### src/rtl/lab_prog_clk_div.sv
// Programmable clock-enable divider: registered div_clk, end-of-period tick, handshaked ratio update.
// Optional tick counter enabled by defining LAB_DIV_TICK_CNT_EN; otherwise tick_cnt is tied to 0.
module lab_prog_clk_div #(
  parameter int unsigned DIV_W     = 8,
  parameter int unsigned RST_RATIO = 2,
  parameter int unsigned TICK_W    = 16
) (
  input  logic              clk,
  input  logic              rst,
  input  logic              en,
  input  logic [DIV_W-1:0]  cfg_ratio,
  input  logic              cfg_valid,
  output logic              cfg_ready,
  output logic              div_clk,
  output logic              tick,
  output logic              busy,
  output logic [TICK_W-1:0] tick_cnt
);

  typedef enum logic {IDLE, RUN} state_t;

  localparam logic [DIV_W-1:0] RST_N = DIV_W'(RST_RATIO);
  localparam logic [DIV_W-1:0] ONE   = DIV_W'(1);
  localparam logic [DIV_W-1:0] TWO   = DIV_W'(2);

  state_t           state, state_nx;
  logic [DIV_W-1:0] cnt, cnt_nx;
  logic [DIV_W-1:0] n_act, n_act_nx;
  logic [DIV_W-1:0] n_pend, n_pend_nx;
  logic             pending, pending_nx;
  logic             div_clk_nx, tick_nx;
  logic [DIV_W-1:0] ratio_cl;
  logic [DIV_W:0]   half_nx;
  logic             boundary, xfer;

  // State register; div_clk/tick are registered from the next-state decode.
  always_ff @(posedge clk) begin
    if (rst) begin
      state   <= IDLE;
      cnt     <= '0;
      n_act   <= RST_N;
      n_pend  <= '0;
      pending <= 1'b0;
      div_clk <= 1'b0;
      tick    <= 1'b0;
    end else begin
      state   <= state_nx;
      cnt     <= cnt_nx;
      n_act   <= n_act_nx;
      n_pend  <= n_pend_nx;
      pending <= pending_nx;
      div_clk <= div_clk_nx;
      tick    <= tick_nx;
    end
  end

  always_comb begin
    state_nx   = state;
    cnt_nx     = cnt;
    n_act_nx   = n_act;
    n_pend_nx  = n_pend;
    pending_nx = pending;
    ratio_cl   = (cfg_ratio < TWO) ? TWO : cfg_ratio;
    xfer       = cfg_valid && !pending;
    boundary   = (state == RUN) && (cnt == n_act - ONE);
    case (state)
      IDLE: begin
        if (xfer) n_act_nx = ratio_cl;
        if (en) begin
          state_nx = RUN;
          cnt_nx   = '0;
        end
      end
      RUN: begin
        if (boundary) begin
          if (pending) begin
            n_act_nx   = n_pend;
            pending_nx = 1'b0;
          end
          // A transfer on a stopping boundary has no later boundary to wait for.
          if (xfer) begin
            if (en) begin
              n_pend_nx  = ratio_cl;
              pending_nx = 1'b1;
            end else begin
              n_act_nx = ratio_cl;
            end
          end
          cnt_nx   = '0;
          state_nx = en ? RUN : IDLE;
        end else begin
          cnt_nx = cnt + ONE;
          if (xfer) begin
            n_pend_nx  = ratio_cl;
            pending_nx = 1'b1;
          end
        end
      end
      default: state_nx = IDLE;
    endcase
  end

  always_comb begin
    half_nx    = ({1'b0, n_act_nx} + (DIV_W+1)'(1)) >> 1;
    div_clk_nx = (state_nx == RUN) && ({1'b0, cnt_nx} < half_nx);
    tick_nx    = (state_nx == RUN) && (cnt_nx == n_act_nx - ONE);
  end

  assign busy      = (state == RUN);
  assign cfg_ready = !pending;

`ifdef LAB_DIV_TICK_CNT_EN
  logic [TICK_W-1:0] tick_cnt_q;

  always_ff @(posedge clk) begin
    if (rst)       tick_cnt_q <= '0;
    else if (tick) tick_cnt_q <= tick_cnt_q + TICK_W'(1);
  end

  assign tick_cnt = tick_cnt_q;
`else
  assign tick_cnt = '0;
`endif

endmodule
### config.mk
export PLATFORM = sky130hd
export DESIGN_NAME = lab_prog_clk_div
export DESIGN_NICKNAME = d
export VERILOG_FILES = /design/src/rtl/lab_prog_clk_div.sv
export SDC_FILE = /design/constraint.sdc
export NUM_CORES = 1
export LEC_CHECK = 0
export CAP_MARGIN = 15
export CORE_UTILIZATION = 51
export CTS_CLUSTER_DIAMETER = 120
export DETAILED_ROUTE_END_ITERATION = 16
export GPL_ROUTABILITY_DRIVEN = 0
export PLACE_DENSITY = 0.78
export RECOVER_POWER = 50
export SYNTH_ARGS = -nofsm -noshare
export SYNTH_HDL_FRONTEND = slang
export SYNTH_SLANG_ARGS = --single-unit
### constraint.sdc
create_clock -name clk -period 4.2 [get_ports clk]
set_clock_uncertainty 0.05 [all_clocks]
set_input_delay 1.26 -clock clk [delete_from_list [all_inputs] [get_ports clk]]
set_output_delay 1.26 -clock clk [all_outputs]
set_load 0.05 [all_outputs]
==> reports/results.ini <==
[run_status]
status = finished clean

[sta]
maxSlewHeadroom_pct = 57.00
fmax_mhz = 243.5
drv_slew = 0
setup_slack_ns = 0.09344
final.min_clock_period_ns = 4.107
finalSetupTns_ns = 0
finalHoldViolations = 0
tightest_slew_ns = 0.6407
timing.final.setup_violations = 0
fin_hold_ws_ns = 0.4525
fin_crit_sh_pct = 97.78

[setup_path]
critPathMaxFanout = 5
startpoint_type = primary input
path_cells = clkdlybuf4s50_1, nor2b_4, buf_6, mux2i_1, o21ai_1, nor4_2, nor3_4, nor4b_4, nand2_1, xor2_1, ha_1, a21o_1, a21o_1, a2111oi_4, o21a_1
critPathArrivalTime_ns = 4.29
crit_required_ns = 4.39
end_kind = register
crit_path_max_incr_delay_ns = 0.53
slowest_stage = clkdlybuf4s50_1
cpMostUsedCell = a21o_1
worstSetupPathType = in -> reg

[detailed_routing]
post-route-drc-count = 0
wl_met1_mm = 3.346
via_per_inst = 5.976
drt_first_pass_iters = 5
met3WireLength_um = 676
final_antenna_net_count = 0
wl_met2_mm = 3.780
drt_iter0_drc = 281
route.top_layer_used = met4
wl_per_cell_um = 17.06
routed_wl_mm = 7.982
num_vias = 2797

[pwr]
power.leakage_nw = 1.431
pwr-share-comb_pct = 48.0
p_per_area_nw_per_um2 = 269.4
ir_drop_v = 0.0002159
p_sw_share_pct = 39.84
clock_power_share_pct = 19.4
p_int_w = 0.0005496
p_seq_share_pct = 32.6
p_sw_w = 0.0003639

[min_path]
min_path_type = reg -> reg

[cells_and_area]
layout.nets = 425
synthToLayoutAreaGrowth_pct = 29.79
design_area_um2 = 3391
layoutNonFillerInstCount = 468
antenna_cells = 0
layout-drive-gt1-share_pct = 26.68

[placed_design]
dpl.hpwl_mm = 5.722
post-place-ws_ns = -0.4422
io_buffer_count = 15
place_inst = 458
placed_area_um2 = 3136

[synthesis]
syn_avg_cell_area_um2 = 7.707
synth_top_area_share_pct = 21.46
synth_area_leaders = dfxtp_1 (21%), nor2_1 (5.6%), ha_1 (5.3%)
yosys_warnings = 0
synthArstFlopShare_pct = 0
yosysTopAreaCell = dfxtp_1
synth_most_common_cell = nor2_1
syn_inst = 339
synth_seq_cells = 28
synth_area_um2 = 2613
ys.flop_type = dfxtp_1
seq_area_frac_synth_pct = 21.46
synth_cell_type_count = 65
synth_edf_count = 0
synth_common_cells = nor2_1 (39), nand2_1 (34), dfxtp_1 (28), a21oi_1 (18), buf_4 (18)

[clock_network]
ctsHoldBuffers = 0
htree_levels = 1
clk_pin_slew_ns = 0.11
cts-buffers-inserted = 3
clock_sinks = 28
cts.path.max_buffers = 2
cts_root_buf = clkbuf_8
cts_tree = built
clock_latency_ns = 0.28

[floorplanning]
initial_core_util_pct = 54.23
fp-row-count = 25
fp.coreArea_um2 = 4817
die_area_um2 = 5413
num_io_pins = 32
die_w_um = 73.57
die_h_um = 73.57

[global_route]
grt_antenna_before_repair = 0
grt_pass1_wl_mm = 12.15
track_usage_pct = 29.39
grt_pass1_vias = 2579
grt_max_degree = 19
grt_overflow = 0

[job]
cap_viol_max_count = 0

-- worst max-delay path: cells and delay by family --
family                     cells  cell delay [ns]
and+or+nand+nor                5             0.73
xor gates and xnor gates       1             0.17
AOI/OAI and AO/OA              5             1.04
buffers and inverters          2             0.66
muxes                          1             0.11
adders and majority gates      1             0.32
-- flip-flops by register name, summed over array words and instances (netlist names) --
name     flops
tick         1
div_clk      1
busy         1
n_act        8
cnt          8
pending      1
n_pend       8
-- power groups by stage --
stage               sequential [W]  combinational (W)  clock [W]
floorplan                 0.000299           0.000268          0
global placement          0.000301           0.000381          0
detailed placement        0.000302           0.000390          0
CTS                       0.000296           0.000398   0.000178
global route              0.000299           0.000468   0.000188
finish                    0.000297           0.000439   0.000177
-- layout make-up --
cell class | count | area, um^2
tap | 67 | 83.83
multi-input combinational | 279 | 1993
inverter | 10 | 37.54
fill | 372 | 1426
sequential | 28 | 565.5
timing repair buffer | 80 | 655.6
clock buffer | 4 | 55.05
-- metal layers --
metal  global-route usage, %  vias to the layer above
li1                        -                     1313
met1                   39.36                     1306
met2                   47.09                      160
met3                   6.173                       18
met4                   9.188                        0
met5                       0                        -
-- stage by stage --
step	utilization, %	power (W)
5_1_grt	70.39	0.0009555
3_3_place_gp	65.09	0.0006820
4_1_cts	67.14	0.0008716
6_report	70.39	0.0009135
3_5_place_dp	65.09	0.0006914
2_1_floorplan	-	0.0005672
-- cell usage in the layout (no fill, tap or decap), drive strengths merged, types with 7 or more instances in the layout --
cell,instances
buf,65
nor2,40
nand2,34
dfxtp,28
a21oi,18
conb,16
xnor2,12
mux2i,12
nand3,12
clkdlybuf4s50,11
ha,11
o21ai,11
xor2,9
nand4,9
inv,9
o211ai,8
a211oi,8
nor2b,7
nor4,7
-- logic make-up (layout without fill, tap and decap cells) --
family	count (synthesis)	count (layout)	synth area share, %
mux	12	12	4.598
xor+xnor	21	21	7.040
flops	28	28	21.46
fa+ha+maj	11	11	5.268
other cells	1	16	0.1435
simple gates	140	140	28.21
buf+inv	47	94	9.817
compound gates	79	79	23.47
-- worst paths after layout --
| path | depth (start not counted) | to | startpoint | slack (ns) |
|---|---|---|---|---|
| worst max-delay path | 15 | div_clk | en | 0.09 |
| worst min-delay path | 2 | n_pend[1] | n_pend[1] | 0.45 |
| worst max register to register | 16 | div_clk | n_act[0] | 0.10 |
| worst min register to register | 2 | n_pend[1] | n_pend[1] | 0.45 |
-- repair_timing --
action	in CTS	in global routing
pin swaps	4	14
gates resized for setup	13	29
setup endpoints to repair	1	1
endpoints found under the hold margin	0	0
setup buffers	0	6
(Power assumes the default switching activity.)
